## config.mk

```make
export PLATFORM = sky130hd
export DESIGN_NAME = stopwatch_display
export DESIGN_NICKNAME = d
export VERILOG_FILES = /design/src/rtl/stopwatch_display.sv
export SDC_FILE = /design/constraint.sdc
export NUM_CORES = 1
export LEC_CHECK = 0
export BUFFER_PORTS_ARGS = -buffer_cell sky130_fd_sc_hd__buf_2
export CORE_UTILIZATION = 45
export CTS_BUF_LIST = sky130_fd_sc_hd__clkbuf_16
export CTS_CLUSTER_DIAMETER = 40
export DETAILED_ROUTE_END_ITERATION = 12
export HOLD_SLACK_MARGIN = 0.05
export PLACE_DENSITY_LB_ADDON = 0.3
export SLEW_MARGIN = 20
export SYNTH_ARGS = -nofsm -noshare
export SYNTH_HDL_FRONTEND = slang
export SYNTH_SLANG_ARGS = --single-unit
```

## constraint.sdc

```tcl
create_clock -name clock -period 4.7 [get_ports clock]
set_clock_uncertainty 0.05 [all_clocks]
set_input_delay 0.94 -clock clock [delete_from_list [all_inputs] [get_ports clock]]
set_output_delay 0.94 -clock clock [all_outputs]
set_load 0.02 [all_outputs]
```

## src/rtl/stopwatch_display.sv

```systemverilog
// Eight-digit HH:MM:SS.hh stopwatch: BCD time base with cascaded rollover,
// run/pause/clear/lap control, and a multiplexed common-anode 7-segment driver.
module stopwatch_display #(
  parameter int unsigned CLK_HZ        = 100_000_000,
  parameter int unsigned TICK_HZ       = 100,
  parameter int unsigned SCAN_HZ       = 1000,
  parameter logic [7:0]  DP_MASK       = 8'b01010100,
  parameter bit          LEADING_BLANK = 1'b1
) (
  input  logic        clock,
  input  logic        reset_n,
  input  logic        start_stop,
  input  logic        clear,
  input  logic        lap,
  output logic [7:0]  cathode,
  output logic [7:0]  anode,
  output logic [31:0] time_bcd,
  output logic        running,
  output logic        lap_active,
  output logic        overflow
);

  localparam int unsigned TICK_DIV = CLK_HZ / TICK_HZ;
  localparam int unsigned SCAN_DIV = CLK_HZ / SCAN_HZ;
  localparam int unsigned PW       = (TICK_DIV > 1) ? $clog2(TICK_DIV) : 1;
  localparam int unsigned SW       = (SCAN_DIV > 1) ? $clog2(SCAN_DIV) : 1;
  localparam logic [PW-1:0] PRESC_LAST = PW'(TICK_DIV - 1);
  localparam logic [SW-1:0] SCAN_LAST  = SW'(SCAN_DIV - 1);
  // Per-nibble terminal value; also the full-scale 99:59:59.99 pattern.
  localparam logic [31:0] BCD_MAX = 32'h9959_5999;

  typedef enum logic [1:0] {ST_IDLE, ST_RUN, ST_PAUSE} state_e;

  state_e        state_q, state_d;
  logic [PW-1:0] presc_q, presc_d;
  logic [31:0]   time_q, time_d;
  logic [31:0]   snap_q, snap_d;
  logic          lap_q, lap_d;
  logic          ovf_q, ovf_d;
  logic [31:0]   time_inc;
  logic          wrap;

  always_comb begin : bcd_increment
    logic carry;
    carry    = 1'b1;
    time_inc = time_q;
    for (int i = 0; i < 8; i++) begin
      if (carry) begin
        if (time_q[4*i +: 4] >= BCD_MAX[4*i +: 4]) begin
          time_inc[4*i +: 4] = 4'd0;
        end else begin
          time_inc[4*i +: 4] = time_q[4*i +: 4] + 4'd1;
          carry              = 1'b0;
        end
      end
    end
    wrap = carry;
  end

  // Tick is evaluated from the current state, so a start_stop coinciding
  // with a tick still counts it before the state changes.
  always_comb begin : control_next
    // NOTE: every combinational output gets a default first so no path
    // leaves it unassigned and no latch is inferred.
    state_d = state_q;
    presc_d = presc_q;
    time_d  = time_q;
    snap_d  = snap_q;
    lap_d   = lap_q;
    ovf_d   = 1'b0;
    if (clear) begin
      state_d = ST_IDLE;
      presc_d = '0;
      time_d  = '0;
      snap_d  = '0;
      lap_d   = 1'b0;
    end else begin
      if (state_q == ST_RUN) begin
        if (presc_q == PRESC_LAST) begin
          presc_d = '0;
          time_d  = time_inc;
          ovf_d   = wrap;
        end else begin
          presc_d = presc_q + 1'b1;
        end
      end
      if (start_stop) begin
        state_d = (state_q == ST_RUN) ? ST_PAUSE : ST_RUN;
      end else if (lap) begin
        if (lap_q) begin
          lap_d = 1'b0;
        end else if (state_q == ST_RUN) begin
          lap_d  = 1'b1;
          snap_d = time_q;
        end
      end
    end
  end

  always_ff @(posedge clock or negedge reset_n) begin
    if (!reset_n) begin
      // NOTE: sequential state uses non-blocking assignments so every
      // register samples pre-edge values regardless of process order.
      state_q <= ST_IDLE;
      presc_q <= '0;
      time_q  <= '0;
      snap_q  <= '0;
      lap_q   <= 1'b0;
      ovf_q   <= 1'b0;
    end else begin
      state_q <= state_d;
      presc_q <= presc_d;
      time_q  <= time_d;
      snap_q  <= snap_d;
      lap_q   <= lap_d;
      ovf_q   <= ovf_d;
    end
  end

  assign time_bcd   = time_q;
  assign running    = (state_q == ST_RUN);
  assign lap_active = lap_q;
  assign overflow   = ovf_q;

  logic [SW-1:0] sdiv_q;
  logic [2:0]    idx_q;
  logic [7:0]    cathode_q, anode_q;
  logic [31:0]   disp;
  logic [3:0]    nib;
  logic [6:0]    seg;

  assign disp = lap_q ? snap_q : time_q;
  assign nib  = disp[4*idx_q +: 4];

  always_comb begin : seg_decode
    unique case (nib)
      4'd0:    seg = 7'b1000000;
      4'd1:    seg = 7'b1111001;
      4'd2:    seg = 7'b0100100;
      4'd3:    seg = 7'b0110000;
      4'd4:    seg = 7'b0011001;
      4'd5:    seg = 7'b0010010;
      4'd6:    seg = 7'b0000010;
      4'd7:    seg = 7'b1111000;
      4'd8:    seg = 7'b0000000;
      4'd9:    seg = 7'b0010000;
      default: seg = 7'h7F;
    endcase
    if (LEADING_BLANK && (idx_q == 3'd7) && (nib == 4'd0)) begin
      seg = 7'h7F;
    end
  end

  always_ff @(posedge clock or negedge reset_n) begin
    if (!reset_n) begin
      sdiv_q    <= '0;
      idx_q     <= '0;
      cathode_q <= 8'hFF;
      anode_q   <= 8'hFF;
    end else begin
      if (sdiv_q == SCAN_LAST) begin
        sdiv_q <= '0;
        idx_q  <= idx_q + 3'd1;
      end else begin
        sdiv_q <= sdiv_q + 1'b1;
      end
      cathode_q <= {~DP_MASK[idx_q], seg};
      anode_q   <= ~(8'b1 << idx_q);
    end
  end

  assign cathode = cathode_q;
  assign anode   = anode_q;

endmodule

```

## Word-level counts from Yosys, hierarchy flattened

Memories as Yosys holds them, arrays and structs flattened.
Cells that the tools add are included.

| operators by class | value |
|---|---|
| $lt $le $gt $ge | 9 |
| $add $sub $neg | 11 |
| bitwise operators | 2 |
| equality and inequality tests | 6 |
| shift-type cells | 2 |
| multiplexer cells | 56 |
| reduce and logical (&&, ||, !) cells | 23 |

Operators with widths:

| cell | number |
|---|---|
| 32-bit two-way mux | 9 |
| 20-bit two-way mux | 3 |
| 4-bit two-way mux | 15 |
| 4-bit by 1-bit adder with 4-bit output, second input constant | 8 |
| 32-bit by 6-bit indexed part select with 4-bit output | 1 |
| 4-bit greater-or-equal comparator, second input constant | 6 |
| 1-bit two-way mux | 24 |
| 2-bit nonzero test | 11 |
| 3-bit AND reduction | 7 |
| 20-bit by 1-bit adder with 20-bit output, second input constant | 1 |
| 20-bit == test, second input constant | 1 |
| 17-bit by 1-bit adder with 17-bit output, second input constant | 1 |
| 17-bit == test, second input constant | 1 |
| 17-bit two-way mux | 1 |
| 4-bit by 3-bit greater-or-equal comparator with 1-bit output, second input constant | 2 |
| 8-bit inverter | 1 |
| 1-bit by 3-bit << shifter with 8-bit output, first input constant | 1 |
| 7-bit two-way mux | 1 |
| 2-bit two-way mux | 3 |
| 4-bit zero test | 1 |
| 3-bit by 4-bit less-than comparator with 1-bit output, second input constant | 1 |
| 2-bit AND reduction | 2 |
| 4-bit AND reduction | 1 |
| 3-bit by 1-bit adder with 3-bit output, second input constant | 1 |
| 6 further kinds | 6 |

| word-level totals | value |
|---|---|
| bits of input ports | 5 |
| logic and storage cells | 128 |
| memories kept | 2 |
| register bits after elaboration | 124 |
| memory bits (read-only) | 120 |

Memories:

| name | words | width | read ports | clocked after memory_dff | wr ports | RTL line | RTL |
|---|---|---|---|---|---|---|---|
| (no name shown) | 16 | 7 | 1 | 0 | 0 | 136 | `unique case (nib)` |
| (no name shown) | 8 | 1 | 1 | 0 | 0 | 167 | `cathode_q <= {~DP_MASK[idx_q], seg};` |

## Longest topological paths before layout

Gate-level depths: netlist (run 1).

| depth | value |
|---|---|
| word-level depth | 12 |
| depth in mapped cells | 11 |

## Worst setup path before layout (run 1)

OpenSTA, ideal clock, no wires.

| path | value |
|---|---|
| path kind | flip-flop to flip-flop |
| start point | register idx_q[0] |
| end point | register cathode_q[0] (netlist: cathode[0]) |
| stages on the path, launching flop included | 10 |
| path slack | 2.089 ns |
| clock period less this slack | 2.611 ns |
| setup time | 0.085 ns |
| data arrival time | 2.475 ns |
| data required time | 4.565 ns |
| cell sequence | dfrtp_1 -> clkbuf_1 -> buf_2 -> mux4_2 -> a22oi_1 -> and3_1 -> inv_1 -> ha_1 -> nor4_1 -> nor3_1 |

| between the ends | value |
|---|---|
| longest elaborated chain between the ends | 4 |
| elaborated cells between the ends (all ways) | 6 |
| classes of those cells | eq/ne: 1; shift: 1; mux: 1; reduce/logical: 2; memory: 1 |

Ends and longest elaborated chain:

| what | RTL line | RTL |
|---|---|---|
| start, declared | 126 | `logic [2:0] idx_q;` |
| start signal, assigned | 163 | `idx_q <= idx_q + 3'd1;` |
| branches (longest 3 deep; another with memory 16 x 7 bit) | n/a |  |
| 7-bit two-way mux (*) | 149 | `if (LEADING_BLANK && (idx_q == 3'd7) && (nib == 4'd0)) begin` |
| named net seg[0] | 130 | `logic [6:0] seg;` |
| end signal, assigned | 167 |  |
| end, declared | 127 | `logic [7:0] cathode_q, anode_q;` |

Mark *: on every way through the listed nets, which the timed path passes.
A chain may end at the register's enable or synchronous reset.

## Worst setup path after layout (run 1)

| path | value |
|---|---|
| start point | register lap_q (netlist: lap_active) |
| end point | register cathode_q[5] (netlist: cathode[5]) |

| between the ends | value |
|---|---|
| longest elaborated chain between the ends | 5 |
| elaborated cells between the ends (all ways) | 6 |
| classes of those cells | shift: 1; mux: 2; reduce/logical: 2; memory: 1 |

Ends and longest elaborated chain:

| what | RTL line | RTL |
|---|---|---|
| start, declared | 38 | `logic lap_q, lap_d;` |
| start signal, assigned | 115 | `lap_q <= lap_d;` |
| 32-bit two-way mux (*) | 132 | `assign disp = lap_q ? snap_q : time_q;` |
| 32-bit by 6-bit indexed part select with 4-bit output (*) | 133 | `assign nib = disp[4*idx_q +: 4];` |
| branches (longest 2 deep; another with memory 16 x 7 bit) | n/a |  |
| 7-bit two-way mux (*) | 149 |  |
| named net seg[5] | 130 |  |

Marked as above.

==> run metrics, run 1 <==
vias in the first global route between 4,000 and 5,000; Tcrit/Tclk final 64.93%; normalized max-slew margin 26.70%; Mapped Nets 718; r2r endpoint cathode[5]$_DFF_PN1_; async set-reset flop share out of synthesis 100.0%; # setup viols final 0; Placement Cell Area 6993 um2; Yosys reg bits 124; top-area cell type share of the netlist area 41.24%; CTS Hold Bufs 0; Die Wd roughly 120 um; # H-tree levels 4; Slew Limit Fails 0; Fill cells roughly 1,200; R2R Setup Slk 1650 ps; total CTS buffers 17; Synth Area in Compound Gates between 10% and 20%; Worst EP required 4970 ps; routability cong. roughly 0.84; worst hold path class input port to asynchronous set/reset pin; worst skew pair latency approximately 420 ps; sequential share of the synthesized area approximately 48%; critical path, cell by cell mux4_2, a22oi_1, nand3_1, and2_1, and2_1, a311oi_1; initial drt markers 344; antenna-violating nets left 0; Worst Reg-to-Reg Cells 6; first-pass GRT wire length 24,240 um; Power Dens Cells 352.4 nW/um2; starting density of the core 46.66%; Max Clk Rate 327.7 MHz; CTS tree yes; via count 5,237; VDD IR max 0.0002315 V; final core occ 54.00%; Remaining DRCs 0; WL final 14,820 um; Num Clock Sinks 124; Critical-path top delay cell dfrtp_1; row cnt between 40 and 50; Worst EP arrival 3320 ps; cell count after synthesis 676; number of synthesized flops with an enable pin 0; # diodes 0; leakage 3.381 nW; post-CTS setup buffers 0; die height 122.7 um; Top cell by count, worst path and2_1; adder and majority gate portion of the synthesized area ~7.1%; Synth Area in XOR/XNOR 3.609%; post-CTS sizing 0; hpwl dp 10,160 um; largest net degree at the start of global routing 78; Via-to-Cell Ratio roughly 5.7; Worst-path clk slew approximately 60 ps; IO Port Bufs 55; Worst setup EP type flip-flop; largest family of logic cells by synthesized area simple AND/OR/NAND/NOR gates; crit path launch type flip-flop; Setup TNS 0 ps; count of boundary I/O pins 56; grt ovf 0; gr usage total 21.02%; nets 772; RSZ-0062 raised after global routing false; Crit Path Category flip-flop to flip-flop; synth top area cells dfrtp_1 41%, ha_1 7.1%, nand2_1 6.8%; drt pass-1 iters 6; Final Hold Viols 0; dominant cell type by area after synthesis dfrtp_1; post-synthesis simple-gate area fraction 21.23%; status finished, final reports clean; R2R Path Start lap_active$_DFFE_PN0P_; initial antenna violation count 0; post-synthesis mux area share 6.263%; clk buf depth 2; Cell variety after synth 59; Ys Warns 0; die footprint ~15,000 um2; Area Overhead vs Synth 15.72%; Synth Area per Inst 9.693 um2; Max Fanout on Critical Path 20; core area around 14,000 um2; Root Buffer clkbuf_16; Tightest Pin Transition ~1100 ps; Design Area, Final 7582 um2; max-cap violations 0; Most used DFF post-synth dfrtp_1; Final Critical Period 3052 ps; layout cell share with drive strength beyond 1 approximately 18%; Synth Cell Area 6553 um2; most common cell in the netlist nand2_1; most frequent cells after synthesis 118 x nand2_1, 108 x dfrtp_1, 58 x nor2_1; Avg WL per Cell 16.06 um; Slowest Stage Delay on Critical Path 1070 ps
[per-layer routing]
metal / GRT usage, % / vias up / part of all wire [%]
met4: 9.146 / 0 / 2.4
li1: - / 2458 / -
met1: 28.56 / 2606 / 47
met2: 32.27 / 144 / 47
met3: 4.600 / 29 / 4.3
met5: 0 / - / 0
[worst max-delay path by stage]
stage	slack, ps	endpoint	depth (start not counted)	start
5_1_grt	1430	cathode[5]$_DFF_PN1_	6	lap_active$_DFFE_PN0P_
4_1_cts	1650	cathode[5]$_DFF_PN1_	6	lap_active$_DFFE_PN0P_
6_report	1650	cathode[5]$_DFF_PN1_	6	lap_active$_DFFE_PN0P_
2_1_floorplan	2090	cathode[0]$_DFF_PN1_	9	idx_q[0]$_DFFE_PN0N_
3_3_place_gp	1710	time_bcd[2]$_DFFE_PN0P_	6	clear
3_5_place_dp	1660	cathode[5]$_DFF_PN1_	6	lap_active$_DFFE_PN0P_
[layout by cell type (no fill, tap or decap), drive strengths merged, types with 4 or more instances in the layout]
master,synthesis,final
nand2,119,119
dfrtp,108,108
buf,5,60
nor2,58,58
a21oi,48,48
nand3,41,41
ha,37,37
o21ai,33,33
inv,31,31
clkbuf,20,17
mux4,16,16
dfstp,16,16
xor2,15,15
xnor2,12,12
and3,10,10
nand4,10,10
nor3,10,10
clkinv,1,10
nand2b,8,8
o31ai,7,7
or3,7,7
nor2b,5,5
a22oi,5,5
nor4b,5,5
mux2i,5,5
and2,4,4
clkinvlp,0,4
[worst max-delay path: cells and delay by family, from the launching register on]
family / cells / cell delay, ps
compound gates: 2 / 460
mux: 1 / 630
simple gates: 3 / 740
flops: 1 / 1070
[through the flow]
stage	hold slack, ps	cells	power (mW)	setup slack [ps]
after floorplan	387.7	676	1.344	2089
after global placement	407.4	890	1.439	1712
after detailed placement	407.7	890	1.450	1663
after CTS	420.2	922	2.696	1651
after global routing	393.8	923	2.782	1432
final	383.4	923	2.672	1648
[where the power goes]
part	internal [mW]	switching, mW
Combinational	0.0960	0.177
Clock	0.765	0.473
Sequential	1.11	0.0503
Total	1.97	0.700
[layout make-up]
| cell class | instances | area (um2) | area share [%] |
|---|---|---|---|
| flip-flops and latches | 124 | 3123 | 41.19 |
| multi-input cells | 495 | 3222 | 42.49 |
| well taps | 180 | 225.2 | 2.970 |
| clock inverters | 15 | 131.4 | 1.733 |
| clock buffers | 17 | 425.4 | 5.611 |
| repair buffers | 60 | 335.3 | 4.422 |
| inverters | 32 | 120.1 | 1.584 |
[registers in the layout (all words and copies together), names as in the netlist, 2 cells and up]
signal    cells
idx_q         3
state_q       2
time_bcd     32
cathode       8
snap_q       32
sdiv_q       17
presc_q      20
anode         8
[cells by family (layout without fill, tap and decap cells)]
logic type,Yosys count,count (layout)
AO/OA/AOI/OAI,118,118
XOR/XNOR,27,27
adder cells (fa/ha/maj),37,37
buffers and inverters,57,124
flip-flops,124,124
multiplexers,21,21
AND/OR/NAND/NOR,292,292
No activity file was read; power rests on OpenSTA's default activity.
==> run 2, diff against run 1 <==
clock period = 2.5 ns   (was 4.7 ns; I/O delays follow)
==> run 2 against run 1 <==
  * Wire length is 6.6% higher
  * Critical path depth is 2 higher
  * Largest power group unchanged
  * Sequential power is 85% higher
==> run metrics, run 2 (synthesis gave the netlist of run 1 again) <==
status finished, final reports clean; nets 821; total CTS buffers 17; row cnt between 40 and 50; # H-tree levels 4; Avg WL per Cell 16.26 um; initial antenna violation count 0; RSZ-0062 raised after global routing true; routability cong. 0.8928; clk buf depth 2; Crit Path Category flip-flop to flip-flop; Fill cells 1,203; critical path, cell by cell or4b_4, or3_4, nor3_4, buf_6, nand2_2, buf_4, or3_4, a21oi_2; Worst setup EP type flip-flop; die footprint 15,050 um2; r2r endpoint time_bcd[20]$_DFFE_PN0P_; Hold Crit Start start_stop; Slowest Stage Delay on Critical Path between 500 and 600 ps; commonest cells after routing, fill and taps aside 118 x nand2_1, 107 x dfrtp_1, 58 x nor2_1; VDD IR max 0.0004906 V; Tcrit/Tclk final around 100%; vias in the first global route around 5,500; Num Clock Sinks roughly 120; commonest non-fill, non-tap cell in the layout nand2_1; worst skew pair latency 420 ps; Final Hold Viols 0; hpwl dp 11,190 um; Worst Reg-to-Reg Cells 8; first-pass GRT wire length 26,210 um; Max Clk Rate 410.0 MHz; Tightest Pin Transition 509.7 ps; layout cell share with drive strength beyond 1 24.37%; IO Port Bufs between 50 and 60; largest net degree at the start of global routing 62; R2R Path Start presc_q[11]$_DFFE_PN0N_; Die Wd approximately 120 um; Worst-path clk slew 60 ps; antenna-violating nets left 0; Root Buffer clkbuf_16; crit path launch type flip-flop; # diodes 0; Worst EP arrival approximately 2700 ps; leakage 3.651 nW; # setup viols final 0; Final Critical Period 2439 ps; gr usage total around 23%; Via-to-Cell Ratio 5.567; final core occ 57.19%; initial drt markers roughly 380; Hold Path Depth 2; Area Overhead vs Synth 22.55%; starting density of the core 46.66%; CTS tree yes; R2R Setup Slk 60 ps; Worst EP required 2800 ps; count of boundary I/O pins 56; Setup TNS 0 ps; Design Area, Final 8030 um2; hold path endpoint state_q[0]$_DFFE_PN0P_; die height 122.7 um; normalized max-slew margin 66.02%; WL final 15,800 um; core area 14,040 um2; Power Dens Cells 623.5 nW/um2; grt ovf 0; worst hold path class input port to flip-flop; Critical-path top delay cell or4b_4; Slew Limit Fails 0; Placement Cell Area 7401 um2; Design Power 5.007 mW; Max Fanout on Critical Path 5; Top cell by count, worst path or3_4; Remaining DRCs 0; via count 5,411; drt pass-1 iters 5; max-cap violations 0
[run 2: critical path: cells and delay by family, from the launching register on]
family | cells | cell delay, ps
DFF | 1 | 390
buffers and inverters | 2 | 310
and+or+nand+nor | 5 | 1480
AOI/OAI and AO/OA | 1 | 140
[run 2: metrics by stage]
stage                     cells  hold WS, ps  worst slack [ps]
after CTS                   971        281.8             5.536
final                       972        305.8             60.89
after floorplan             676        154.4             54.17
after global routing        972        291.2            -10.34
after global placement      936        412.9            -29.79
after detailed placement    936        428.9            -63.68
[run 2: worst max-delay path by stage]
| stage | from | end | slack (ps) | depth (start not counted) |
|---|---|---|---|---|
| 3_3_place_gp | presc_q[11]$_DFFE_PN0N_ | time_bcd[26]$_DFFE_PN0P_ | -30 | 6 |
| 6_report | presc_q[11]$_DFFE_PN0N_ | time_bcd[20]$_DFFE_PN0P_ | 60 | 8 |
| 2_1_floorplan | idx_q[0]$_DFFE_PN0N_ | cathode[0]$_DFF_PN1_ | 50 | 9 |
| 3_5_place_dp | presc_q[11]$_DFFE_PN0N_ | time_bcd[26]$_DFFE_PN0P_ | -60 | 6 |
| 4_1_cts | presc_q[11]$_DFFE_PN0N_ | time_bcd[22]$_DFFE_PN0P_ | 6 | 7 |
| 5_1_grt | presc_q[11]$_DFFE_PN0N_ | time_bcd[20]$_DFFE_PN0P_ | -10 | 8 |
[run 2: timing repair]
| action | 4_1_cts | 5_1_grt |
|---|---|---|
| endpoints found under the setup margin | 4 | 19 |
| pin swaps | 3 | 6 |
| hold buffers | 1 | 0 |
| endpoints found under the hold margin | 25 | 0 |
| setup buffers | 2 | 1 |
| resized for setup | 1 | 17 |
[run 2: routing by layer]
metal | share of wire, % | vias to the layer above | GRT usage, %
li1 | - | 2556 | -
met1 | 43 | 2684 | 27.42
met2 | 51 | 133 | 38.87
met3 | 3.6 | 38 | 4.972
met4 | 2.7 | 0 | 10.44
met5 | 0 | - | 0
[run 2: cell type report]
| cell class | count | area [um2] | area share, % |
|---|---|---|---|
| flip-flops and latches | 124 | 3124 | 38.91 |
| well taps | 180 | 225.2 | 2.805 |
| inverters | 32 | 120.1 | 1.496 |
| clock buffers | 17 | 425.4 | 5.298 |
| repair buffers | 109 | 752.0 | 9.364 |
| multi-input cells | 495 | 3273 | 40.76 |
| clock inverters | 15 | 110.1 | 1.371 |
[run 2: report_power, final]
group | switching (mW) | internal [mW]
Combinational | 0.385 | 0.233
Clock | 0.899 | 1.34
Sequential | 0.0607 | 2.09
Total | 1.34 | 3.66
==> run 3, diff against run 2 <==
--- a/config.mk
+++ b/config.mk
@@ -10,4 +10,5 @@
 export CTS_BUF_LIST = sky130_fd_sc_hd__clkbuf_16
 export CTS_CLUSTER_DIAMETER = 40
+export CTS_CLUSTER_SIZE = 12
 export DETAILED_ROUTE_END_ITERATION = 12
 export HOLD_SLACK_MARGIN = 0.05
--- a/constraint.sdc
+++ b/constraint.sdc
@@ -3,3 +3,3 @@
 set_input_delay 0.5 -clock clock [delete_from_list [all_inputs] [get_ports clock]]
 set_output_delay 0.5 -clock clock [all_outputs]
-set_load 0.02 [all_outputs]
+set_load 0.05 [all_outputs]
==> run 3 against run 2 <==
  * Largest power group unchanged
  * Non-clock buffer count is 2 lower
  * Design area down 0.28%
  * Critical path depth shrank 1
  * First-iteration DRC count is 6.9% higher
  * Register-to-register slack about the same
  * Cell count down 0.21%
  * Sequential share of layout area increased by 0.20 points
  * Clock power up 7%
  * Combinational power increased by 17%
  * Setup slack barely moved
==> run metrics, run 3 (synthesis gave the netlist of run 1 again) <==
crit path launch type flip-flop; total CTS buffers 17; Top cell by count, worst path or4b_4; layout cell share with drive strength beyond 1 a little under a quarter; worst skew pair latency 420 ps; normalized max-slew margin between 60% and 70%; VDD IR max between 0.0004 and 0.0005 V; Remaining DRCs 0; initial antenna violation count 0; Max Clk Rate 410.0 MHz; Worst EP required 2800 ps; first-pass GRT wire length 25,780 um; Crit path buffers/inverters 1; antenna-violating nets left 0; commonest non-fill, non-tap cell in the layout nand2_1; die height 122.7 um; vias in the first global route between 5,000 and 6,000; Critical-path top delay cell or4b_4; # H-tree levels 4; leakage 3.653 nW; Root Buffer clkbuf_16; Final Non-Filler Cells 970; Area Overhead vs Synth 22.21%; Final Critical Period 2439 ps; WL final 15,540 um; Final Hold Viols 0; clk buf depth 2; CTS tree yes; # setup viols final 0; Worst EP arrival around 2700 ps; gr usage total 22.40%; critical path, cell by cell or4b_4, or3_4, nor3_4, buf_6, nand2_4, or4b_4, a21oi_2; starting density of the core 46.66%; Power Dens Cells 659.2 nW/um2; drt pass-1 iters 5; CP top delay family simple AND/OR/NAND/NOR gates; Worst-path clk slew around 60 ps; Via-to-Cell Ratio approximately 5.6; IO Port Bufs 55; Die Wd 122.7 um; hpwl dp 10,930 um; Tightest Pin Transition about 550 ps; core area between 10,000 and 15,000 um2; initial drt markers a little over 400; routability cong. roughly 0.9; max-cap violations 0; Avg WL per Cell 16.02 um; RSZ-0062 raised after global routing true; hold_ws 258.4 ps; Tcrit/Tclk final a little over nine tenths; die footprint roughly 15,000 um2; Num Clock Sinks 124; row cnt 43; Worst setup EP type flip-flop; worst hold path class input port to flip-flop; Slew Limit Fails 0; largest net degree at the start of global routing 51; # diodes 0; Crit Path Category flip-flop to flip-flop; placed cell count roughly 930; commonest cells after routing, fill and taps aside 118 x nand2_1, 101 x dfrtp_1, 58 x nor2_1; Slowest Stage Delay on Critical Path 550 ps; count of boundary I/O pins 56; grt ovf 0; nets just over 800; status finished, final reports clean; via count 5,419; Max Fanout on Critical Path 4
## run 3: worst paths after layout
kind	start	endpoint	slack [ps]	depth (start not counted)
worst max-delay path	presc_q[11]$_DFFE_PN0N_	time_bcd[22]$_DFFE_PN0P_	60	7
worst min-delay path	start_stop	state_q[0]$_DFFE_PN0P_	260	2
worst max register to register	presc_q[11]$_DFFE_PN0N_	time_bcd[22]$_DFFE_PN0P_	60	7
worst min register to register	presc_q[18]$_DFFE_PN0N_	presc_q[18]$_DFFE_PN0N_	430	1
max in group asynchronous	reset_n	anode[5]$_DFF_PN1_	1210	3
min in group asynchronous	reset_n	time_bcd[11]$_DFFE_PN0P_	520	2
## run 3: stage by stage
stage	area [um2]	setup WS, ps	utilization (%)	total power [mW]	setup TNS (ps)
global placement	7367	26.23	52.46	2.896	0
CTS	7974	1.940	56.79	5.321	0
global route	8008	-15.26	57.03	5.512	-20.12
floorplan	6563	-7.792	-	2.670	-7.792
detailed placement	7367	-66.21	52.46	2.922	-198.0
finish	8008	61.13	57.03	5.278	0
## run 3: layout make-up
| type | count | area [um2] |
|---|---|---|
| inverters | 32 | 120.1 |
| multi-input cells | 495 | 3253 |
| well taps | 180 | 225.2 |
| fillers | 1205 | 6035 |
| repair buffers | 107 | 711.9 |
| flip-flops and latches | 124 | 3132 |
| clock inverters | 15 | 140.1 |
| clock buffers | 17 | 425.4 |
## run 3: timing repair
| item | in CTS | in global routing |
|---|---|---|
| hold buffers | 1 | 0 |
| endpoints found under the setup margin | 9 | 18 |
| hold endpoints to repair | 22 | 0 |
| resized for setup | 3 | 12 |
| buffers inserted | 3 | 0 |
| pin swaps | 4 | 3 |
## run 3: per-layer routing
layer  wire length [um]  global-route usage (%)
met1               6630                   27.96
met2               7717                   36.45
met3                780                   5.297
met4                414                   10.82
met5                  0                       0
## run 3: power by group
group / total (mW) / switching (mW) / leakage [nW] / internal (mW)
logic: 0.726 / 0.507 / 1.73 / 0.219
clock network: 2.39 / 0.862 / 0.283 / 1.52
registers: 2.17 / 0.0730 / 1.64 / 2.09
total: 5.28 / 1.44 / 3.65 / 3.84
